File: config.mk
export PLATFORM = sky130hd
export DESIGN_NAME = counter_sequencer
export DESIGN_NICKNAME = d
export VERILOG_FILES = /design/src/rtl/counter_sequencer.sv
export SDC_FILE = /design/constraint.sdc
export NUM_CORES = 1
export LEC_CHECK = 0
export CORE_MARGIN = 8
export CORE_UTILIZATION = 43
export CTS_CLUSTER_SIZE = 16
export DETAILED_ROUTE_END_ITERATION = 8
export HOLD_SLACK_MARGIN = 0.12
export PLACE_DENSITY = 0.79
export SETUP_SLACK_MARGIN = 0.5
export SYNTH_ARGS = -nofsm -noshare
export SYNTH_HDL_FRONTEND = slang
export SYNTH_SLANG_ARGS = --single-unit
File: constraint.sdc
create_clock -name clk -period 1.5 [get_ports clk]
set_input_delay 0.3 -clock clk [delete_from_list [all_inputs] [get_ports clk]]
set_output_delay 0.3 -clock clk [all_outputs]
set_load 0.05 [all_outputs]
File: src/rtl/counter_sequencer.sv
// Command-driven sequencer for four_universal_counter: preloads the counter, enables it for a
// commanded number of cycles, tallies carry-out events and reports the final value with a done pulse.
module counter_sequencer #(
  parameter int WIDTH  = 4,
  parameter int TICK_W = 8,
  parameter int WRAP_W = 4
) (
  input  logic              clk,
  input  logic              reset,
  input  logic              cmd_valid,
  output logic              cmd_ready,
  input  logic [WIDTH-1:0]  cmd_start,
  input  logic [TICK_W-1:0] cmd_ticks,
  input  logic              abort,
  output logic [WIDTH-1:0]  cnt_din,
  output logic              cnt_load,
  output logic              cnt_count,
  input  logic              cnt_cout,
  input  logic [WIDTH-1:0]  cnt_value,
  output logic              busy,
  output logic              done,
  output logic              aborted,
  output logic [WIDTH-1:0]  result,
  output logic [WRAP_W-1:0] wraps
);

  typedef enum logic [1:0] {
    IDLE,
    LOAD,
    RUN,
    DONE
  } state_t;

  state_t            state;
  logic [TICK_W-1:0] tick_left;

  assign cmd_ready = (state == IDLE);
  assign busy      = (state != IDLE);

  // cnt_load / cnt_count are set on the edge entering LOAD / RUN so they are high
  // exactly for the cycles spent in those states.
  always_ff @(posedge clk or posedge reset) begin
    if (reset) begin
      state     <= IDLE;
      tick_left <= '0;
      cnt_din   <= '0;
      cnt_load  <= 1'b0;
      cnt_count <= 1'b0;
      done      <= 1'b0;
      aborted   <= 1'b0;
      result    <= '0;
      wraps     <= '0;
    end else begin
      // NOTE: non-blocking default makes done a single-cycle pulse; only DONE overrides it.
      done <= 1'b0;
      case (state)
        IDLE: begin
          if (cmd_valid) begin
            cnt_din   <= cmd_start;
            tick_left <= cmd_ticks;
            wraps     <= '0;
            aborted   <= 1'b0;
            cnt_load  <= 1'b1;
            state     <= LOAD;
          end
        end
        LOAD: begin
          cnt_load <= 1'b0;
          if (abort) begin
            aborted <= 1'b1;
            state   <= DONE;
          end else if (tick_left != '0) begin
            cnt_count <= 1'b1;
            state     <= RUN;
          end else begin
            state <= DONE;
          end
        end
        RUN: begin
          tick_left <= tick_left - 1'b1;
          if (cnt_cout && (wraps != '1)) wraps <= wraps + 1'b1;
          // The closing RUN cycle has already counted, even when abort arrives with it.
          if (abort || (tick_left == TICK_W'(1))) begin
            cnt_count <= 1'b0;
            aborted   <= abort;
            state     <= DONE;
          end
        end
        DONE: begin
          result <= cnt_value;
          done   <= 1'b1;
          state  <= IDLE;
        end
        default: state <= IDLE;
      endcase
    end
  end

endmodule
==> results of run 1 <==
registers in the layout (all words and copies together), names as in the netlist:
signal     flops
aborted        1
cnt_count      1
cnt_din        4
cnt_load       1
done           1
result         4
state          2
tick_left      8
wraps          4
power by group through the flow:
stage	sequential (mW)	combinational, mW	clock (mW)
2_1_floorplan	1.90	1.42	0
3_3_place_gp	1.35	3.65	0
3_5_place_dp	1.37	3.79	0
4_1_cts	1.37	4.65	0.376
5_1_grt	1.44	5.52	0.411
6_report	1.42	5.29	0.384
metal layers:
metal	vias up	wire length [um]
li1	700	-
met1	807	2210
met2	92	3100
met3	25	460
met4	0	310
met5	-	0
synth_stat cells:
cell type  count
nor2b_1        1
o21ai_1        6
nor4_2         1
nand3_1        5
mux2i_2        1
a2bb2oi_1      2
a31oi_2        1
nor2_1         8
o31ai_1        1
buf_1          1
nor4_4         1
a31o_2         1
a21boi_2       1
a211oi_1       2
clkbuf_1       1
o22a_1         2
and3_1         2
nand2_1        7
nand4_1        1
nand2b_1       1
dfrtp_1       26
nand3b_1       2
ha_1           8
inv_1          9
mux2_2         8
o22ai_1        1
nor3_1         3
o21ai_0        9
o211a_1        1
o21a_1         3
a21oi_1       13
a22oi_1        1
buf_2          2
inv_2          1
o211ai_1       1
mux2_1         2
a31oi_1        4
layout make-up:
class	instances	area [um2]	area share, %
timing repair buffer	93	1080	38.7
multi-input combinational	100	925	33.0
sequential	26	658	23.5
tap	46	57.6	2.06
inverter	10	40.0	1.43
clock buffer	4	36.3	1.30
cells by family (layout without fill, tap and decap cells):
| kind of cell | Yosys count | after routing |
|---|---|---|
| buffers and inverters | 14 | 107 |
| adder cells (fa/ha/maj) | 8 | 8 |
| multiplexers | 11 | 11 |
| AND/OR/NAND/NOR | 32 | 32 |
| flip-flops | 26 | 26 |
| AO/OA/AOI/OAI | 49 | 49 |
worst max path at each step:
stage,slack (ps),endpoint,depth (start not counted)
after floorplan,-70,wraps[0],5
after global placement,-90,state[1],4
after detailed placement,-140,state[1],4
after CTS,-190,busy,6
after global routing,-430,tick_left[2],7
final,-330,tick_left[2],7
worst min-delay path, stage by stage:
cell	delay [ps]
clkdlybuf4s50_1	400
inv_1	50
buf_4	320
timing repair:
action                     in CTS  in global routing
cloned                          2                  0
buffers inserted               16                  7
setup endpoints to repair      43                 43
pin swaps                      13                  6
resized for setup              45                 24
hold buffers                    0                  0
==> results.ini, run 1 <==
[status]
status = finished, violations left
violations = negative setup slack

[worst_setup_path]
crit_arrival_ps = 2110
reg2reg_to = tick_left[2]
critPathMaxFanout = 6
crit_family = compound AO/OA/AOI/OAI gates
crit_top_cell = inv_2
startpoint_type = flip-flop
r2r-start = state[0]
r2r_cells = 7
cp.required_ps = 1780
slowest_stage = o21ai_1
path_buf_inv = 3
cp-end-kind = flip-flop
path_cells = inv_2, buf_4, ha_4, inv_2, o21ai_1, o21ai_0, a22oi_1
worstSetupPathType = flip-flop to flip-flop
reg2reg_setup_slack_ps = -330
cpPeakStageDelay_ps = 450
crit_path_start = state[0]

[sta]
min_period_ps = 1830
rsz0062_at_grt = true
maxSlewViolCount = 0
worst_slew_pin_slew_ps = 540
slew_headroom_pct = 63.8
final_hold_viol_count = 0
finalClockSkew_ps = 7.86
timing.fmax_mhz = 545
fin_tns_setup_ps = -3450
fin_crit_sh_pct = 122
hold_slack_ps = 297
finalSetupViolCount = 22
fin_ws_ps = -334

[layout]
fillers = 164
final_cell_mix = buf_4, dfrtp_1, clkdlybuf4s50_1
diodes = 0
stdcell_area_um2 = 2800
syn_to_final_growth_pct = 97.4
stdcell_count = 279
final_util_pct = 85.9
final_common_cell = buf_4
fin_nets = 263
layout-drive-gt1-share_pct = 54.9

[grt]
grt.busiest_layer = met2
grt_max_degree = 27
use_met3_pct = 5.59
first_global_vias = 1654
grt_use_total_pct = 21.1
grt_overflow_total = 0
grtUsageMet2_pct = 35.3
met1_usage_pct = 22.3
antenna_found_initial = 0
grt_first_pass_wirelength_um = 8480

[placed_design]
placed_cells = 250
dp_slack_ps = -137
port_buffers = 38
placed_area_um2 = 2280
gp_congestion = 0.849
dp_hpwl_um = 3150

[clocking]
root_buffer = clkbuf_4
clock-sinks = 26
tritoncts = built
htree_levels = 1
clock_latency_ps = 350
clk_path_buf_depth = 2
cts_made_buffers = 3
path_clk_slew_ps = 150

[pwr]
p_seq_share_pct = 20.0
clkPwrFrac_pct = 5.4
swShare_pct = 44.3
p_int_mw = 3.95
ir_worst_vdd_mv = 1.53
powerDensity_nw_per_um2 = 2530
power_switching_mw = 3.14
p_comb_share_pct = 74.6
total_power_mw = 7.09
leakagePower_nw = 1.22

[die]
die_area_um2 = 5390
fp.dieW_um = 73.4
fp-row-count = 21
die_h_um = 73.4
io_pins = 39
initial_core_util_pct = 43.5
fp.coreArea_um2 = 3260

[yosys]
muxShareOfSynthArea_pct = 8.91
synth_nets = 169
synth_top_family_by_area = compound AO/OA/AOI/OAI gates
synth_compound_area_share_pct = 21.8
synth_area_um2 = 1420
netlist.area_leader.share_pct = 45.9
synth_xor_area_share_pct = 0
synth_top_cell_by_area = dfrtp_1
ys_ff_latch = 26
ys_warn_count = 0
avgSynthCellArea_um2 = 10.1
synth-simple-area-share_pct = 12.4
yosysSeqAreaShare_pct = 45.9
netlist_instances = 140
synth.area.top_cells = dfrtp_1, ha_1, mux2_2
ys_types = 37
synth_fa_ha_area_share_pct = 7.06

[route]
drt_pass1_iterations = 4
first_iter_violations = 153
wirelength_um = 6070
antenna_left = 0
detail_route.wl_per_cell_um = 21.8
drcViolationCount = 0
avgViaCountPerCell = 5.82
num_vias = 1624

[hold_path]
hp-class = input pin to asynchronous set/reset pin

[job]
max-cap-violations = 0

No activity file was read; power rests on OpenSTA's default activity.
==> run 2, diff against run 1 <==
- ABC_AREA: unset -> 1
- PLACE_DENSITY: 0.79 -> 0.78
==> run 2 against run 1 <==
Compared with the run above:
- the flow still finishes with violations (negative setup slack)
- wire length shrank 34%
- synthesized cell count rose by 31%
- synthesized area up 3.3%
- die area up 2.5%
- critical endpoint is now busy
- largest power group unchanged
- highest routed layer unchanged
==> results.ini, run 2 <==
[status]
status = finished, violations left
violations = negative setup slack

[sta]
finalClockSkew_ps = 11.4
worst_slew_pin_slew_ps = 348
fin_crit_sh_pct = 105
fin_tns_setup_ps = -387
finalSetupViolCount = 11
fin_ws_ps = -77.7
hold_slack_ps = 305
slew_headroom_pct = 76.8
maxSlewViolCount = 0
rsz0062_at_grt = true
final_hold_viol_count = 0
min_period_ps = 1580
timing.fmax_mhz = 634

[placed_design]
dp_hpwl_um = 2670
port_buffers = 38
dp_slack_ps = -12.5
gp_congestion = 0.814

[layout]
diodes = 0
layout-drive-gt1-share_pct = 36.2
regMostFlops = tick_left
syn_to_final_growth_pct = 69.8
largest_reg_flops = 8
fin_nets = 276
final_cell_mix = nand2_1, dfrtp_1, clkdlybuf4s50_1, buf_12, inv_1
final_common_cell = nand2_1

[clocking]
clock_latency_ps = 330
cts_made_buffers = 3
clock-sinks = 26
root_buffer = clkbuf_4
path_clk_slew_ps = 150
tritoncts = built
htree_levels = 1
clk_path_buf_depth = 2

[grt]
antenna_found_initial = 0
grt_overflow_total = 0
first_global_vias = 1380
grt_max_degree = 27
grt_use_total_pct = 14.1
grt_first_pass_wirelength_um = 6110

[worst_setup_path]
cpPeakStageDelay_ps = 430
startpoint_type = flip-flop
path_cells = inv_2, ha_4, inv_8, buf_12
cp-end-kind = output pin
slowest_stage = dfrtp_1
worstSetupPathType = flip-flop to output pin
cp.required_ps = 1200
critPathMaxFanout = 5
crit_arrival_ps = 1280

[route]
avgViaCountPerCell = 4.91
drt_pass1_iterations = 4
first_iter_violations = 86
detail_route.wl_per_cell_um = 13.6
num_vias = 1434
antenna_left = 0
wirelength_um = 3980
drcViolationCount = 0

[yosys]
synth.area.top_cells = dfrtp_1, nand2_1, ha_1
ys_warn_count = 0
synth_edf_count = 0
netlist_instances = 184
synthFlopType = dfrtp_1
yosysSeqAreaShare_pct = 44.4
ys_ff_latch = 26
netlist.area_leader.share_pct = 44.4
yosysMostFrequentCell = nand2_1
synthTopCellsByCount = nand2_1, dfrtp_1, inv_1, nor2_1
avgSynthCellArea_um2 = 7.96
synth_area_um2 = 1460
synth_nets = 213
ys_types = 23
async_flop_share_pct = 100
synth_top_cell_by_area = dfrtp_1

[die]
fp.coreArea_um2 = 3310
initial_core_util_pct = 44.2
fp.dieW_um = 74.3
die_area_um2 = 5530
fp-row-count = 21
io_pins = 39
die_h_um = 74.3

[pwr]
total_power_mw = 6.23
leakagePower_nw = 1.17
ir_worst_vdd_mv = 1.72
powerDensity_nw_per_um2 = 2510

[hold_path]
hp-class = input pin to asynchronous set/reset pin

[job]
max-cap-violations = 0

==> run 2: worst paths after layout <==
path	startpoint	to	slack [ps]	cells after the start
max	state[1]	busy	-80	4
min	reset	result[3]	310	3
max reg2reg	state[1]	tick_left[1]	-70	9
min reg2reg	aborted	aborted	560	2
max in group asynchronous	reset	wraps[2]	920	3
min in group clk	cmd_start[2]	cnt_din[2]	500	3
==> run 2: final cells by class <==
type / instances / area, um2
repair buffers: 61 / 785
flip-flops and latches: 26 / 654
clock buffers: 3 / 22.5
well taps: 46 / 57.6
clock inverters: 1 / 30.0
fillers: 239 / 825
multi-input cells: 131 / 830
inverters: 24 / 108
==> run 2: cell families after synthesis <==
logic type                 after synthesis  synth area share [%]
AOI/OAI and AO/OA                       26                  10.5
muxes                                    4                  3.08
adders and majority gates                8                  6.84
and+or+nand+nor                         92                  27.0
buffers and inverters                   27                  7.52
DFF                                     26                  44.4
xor gates and xnor gates                 1                 0.598
==> run 2: power by group <==
group          switching [mW]  total, mW  internal, mW  leakage (nW)
combinational            2.30       4.39          2.09         0.829
sequential              0.328       1.35          1.03         0.316
clock                   0.223      0.494         0.271        0.0279
total                    2.85       6.23          3.38          1.17
==> run 2: per-stage QoR <==
stage | cells | cell area (um2) | utilization, %
after detailed placement | 272 | 2150 | 65.1
after global routing | 292 | 2490 | 75.1
after floorplan | 184 | 1500 | -
final | 292 | 2490 | 75.1
after global placement | 272 | 2150 | 65.1
after CTS | 284 | 2300 | 69.5
==> run 2: routing by layer <==
| metal | global-route usage, % | vias up | part of all wire (%) | wire (um) |
|---|---|---|---|---|
| met4 | 5.22 | 0 | 1.3 | 51 |
| li1 | - | 711 | - | - |
| met1 | 15.2 | 681 | 38 | 1520 |
| met3 | 4.72 | 5 | 6.9 | 275 |
| met2 | 25.0 | 37 | 54 | 2130 |
| met5 | 0 | - | 0 | 0 |
==> run 2: repair_timing <==
action,CTS,global route
cloned,1,0
hold buffers,0,0
setup buffers,7,8
pin swaps,3,7
resized for setup,11,37
setup endpoints to repair,43,43
==> run 2: worst max-delay path, delay by kind of cell, from the launching register on <==
family | cells | cell delay (ps)
fa+ha+maj | 1 | 220
buf+inv | 3 | 300
flops | 1 | 430
==> edit (flow settings as in run 2) <==
The 4 states of `state_t` get a one-hot encoding in 4 bits.
--- a/src/rtl/counter_sequencer.sv
+++ b/src/rtl/counter_sequencer.sv
@@ -25,9 +25,9 @@
 );
 
-  typedef enum logic [1:0] {
-    IDLE,
-    LOAD,
-    RUN,
-    DONE
+  typedef enum logic [3:0] {
+    IDLE = 4'b0001,
+    LOAD = 4'b0010,
+    RUN  = 4'b0100,
+    DONE = 4'b1000
   } state_t;
 
Function: same outputs for any inputs over 10 cycles, from zero or initial values and one cycle with reset high; not proved beyond that.
==> edit against run 2 <==
The run still ends with setup timing left; cell area shrank 0.25%; sequential cell count grew 2; routed wire length grew 0.85%; clock skew shrank 0.0054 ns; worst setup slack lost 0.046 ns; combinational power decreased by 28%; area after synthesis grew 1.8%; total power decreased by 22%; largest cell class is now non-clock buffers; highest routed layer unchanged.
==> edit: results (changes against run 2) <==
status=complete, but fails checks (unchanged); violated checks=setup timing (unchanged); Cells after DPL=271 (was 272); 1st-pass router iterations=6 (was 4); CTS Buffer Depth=2 (unchanged); Port Buffers=38 (unchanged); Largest Register=tick_left (unchanged); Post-Place Setup Slack=-0.0270 ns (was -0.0125 ns); r2r setup slk=-0.02 ns (was -0.07 ns); final setup violation count=5 (was 11); Worst Slack Setup Final=-0.123 ns (was -0.0777 ns); post-synth cell types=30 (was 23); worst flop-to-flop path startpoint=state[0] (was state[1]); Post-Synth XOR/XNOR Area=0 (was 0.00598); CP Max Fanout=3 (was 5); Hold Crit Class=in -> async (unchanged); vias per std cell=4.72 (was 4.91); LEAKAGE=1.17 nW (about the same); Max IR drop VDD=1.08 mV (was 1.72 mV); filler instances=232 (was 239); Routability Congestion=0.781 (was 0.814); number of antenna violations at the first check in global routing=0 (unchanged); routed via count=1406 (was 1434); Cell Int Power=2.63 mW (was 3.38 mW); Synth async-reset ratio=1.00 (unchanged); Seq/Total Area, Yosys=0.471 (was 0.444); global-route wire length before repair=6500 um (was 6110 um); ANT cells=0 (unchanged); H-Tree Depth=1 (unchanged); Slew @ Worst Pin=0.330 ns (was 0.348 ns); crit path DAT=1.32 ns (was 1.28 ns); Skew-Pair Late Insertion Delay=0.32 ns; Top FF cell, synth=dfrtp_1 (unchanged); post-synthesis mux area share=0 (was 0.0308); CTS clk-pin slew, worst paths=0.15 ns (about the same); Clock Skew=0.00608 ns (was 0.0114 ns); commonest cells in the netlist=57 x nand2_1, 27 x dfrtp_1, 26 x inv_1 (was 56 x nand2_1, 26 x dfrtp_1, 20 x inv_1); worst r2r path cells=8 (was 9); number of global-route vias before repair=1562 (was 1380); drt total wl=4010 um (was 3980 um); max reg flops=8 (unchanged); layout cells sized above 1=0.409 (was 0.362); root buffer cell=clkbuf_4 (unchanged); CP peak stage delay=0.57 ns (was 0.43 ns); Mapped Nets=209 (was 213); post-synthesis adder-cell area fraction=0.0336 (was 0.0684); HPWL Detailed=2760 um (was 2670 um); Final Net Count=278 (was 276); Synth Area in Compound Gates=0.115 (was 0.105); fin. max-slew vios=0 (unchanged); Crit-path slowest cell=dfstp_2 (was dfrtp_1); synth top area cells=dfrtp_1 45%, nand2_1 14%, inv_1 6.5% (was dfrtp_1 44%, nand2_1 14%, ha_1 6.8%); drt initial violations=35 (was 86); largest net degree at the start of global routing=23 (was 27); delay-heaviest family, CP=flip-flops (unchanged); Num CTS Buffers=3 (unchanged); Tot GR Track Use=0.145 (was 0.141); Synth Instances=184 (unchanged); Worst R2R End=state[0] (was tick_left[1])
## edit: cell types whose count changed after synthesis, sizes merged, moves of 3 or more
cell,change
mux2,-4
o21ai,-8
nor2,-4
ha,-4
inv,+4
o211ai,+3
nand2,+5
## edit: stage by stage
stage / cell area, um2 / hold slack [ns] / TNS (ns)
6_report: 2480 / 0.212 / -0.272
5_1_grt: 2480 / 0.236 / -0.934
4_1_cts: 2410 / 0.220 / -0.304
3_5_place_dp: 2180 / 0.522 / -0.0477
3_3_place_gp: 2180 / 0.517 / 0
2_1_floorplan: 1550 / 0.365 / 0
## edit: power by group through the flow
stage	Combinational [mW]	Clock, mW	Sequential, mW
6_report	3.15	0.359	1.34
3_3_place_gp	2.66	0	1.33
3_5_place_dp	2.72	0	1.34
4_1_cts	3.03	0.363	1.33
2_1_floorplan	1.17	0	1.75
5_1_grt	3.37	0.396	1.37
## edit: how the worst max path moves through the flow
stage / endpoint / depth (start not counted) / start
final: cmd_ready / 5 / state[0]
after global routing: cmd_ready / 5 / state[0]
after CTS: cmd_ready / 5 / state[0]
after detailed placement: wraps[2] / 6 / cmd_valid
after global placement: wraps[2] / 6 / cmd_valid
after floorplan: cmd_ready / 4 / state[0]
## edit: cells by family (layout without fill, tap and decap cells)
logic type               after synthesis  in the layout
adder cells (fa/ha/maj)                4              4
buffers and inverters                 31             99
AND/OR/NAND/NOR                       96             96
flip-flops                            28             28
AO/OA/AOI/OAI                         25             25
## edit: area by class of cell
type                    count  area share
repair buffers             67       0.320
multi-input cells         125       0.311
flip-flops and latches     28       0.286
inverters                  28      0.0459
well taps                  46      0.0232
clock buffers               4      0.0146
## edit: worst register-to-register path: stages, from the launching register on
cell     delay (ns)
dfstp_2        0.57
inv_2          0.04
nor2_4         0.10
nand2_4        0.08
buf_4          0.14
buf_6          0.11
or2_4          0.25
buf_4          0.14
nand2_2        0.04
## edit: metal layers
| metal | global-route usage | share of wire | up-vias |
|---|---|---|---|
| li1 | - | - | 722 |
| met5 | 0 | 0 | - |
| met4 | 0.0435 | 0.020 | 0 |
| met2 | 0.272 | 0.52 | 38 |
| met3 | 0.0333 | 0.056 | 9 |
| met1 | 0.156 | 0.40 | 637 |
## edit: what timing repair did
action | CTS | global route
hold buffers | 0 | 0
setup endpoints to repair | 46 | 46
buffers inserted | 19 | 4
hold endpoints to repair | 0 | 0
gates resized for setup | 18 | 16
gates cloned | 0 | 0
pin swaps | 9 | 10
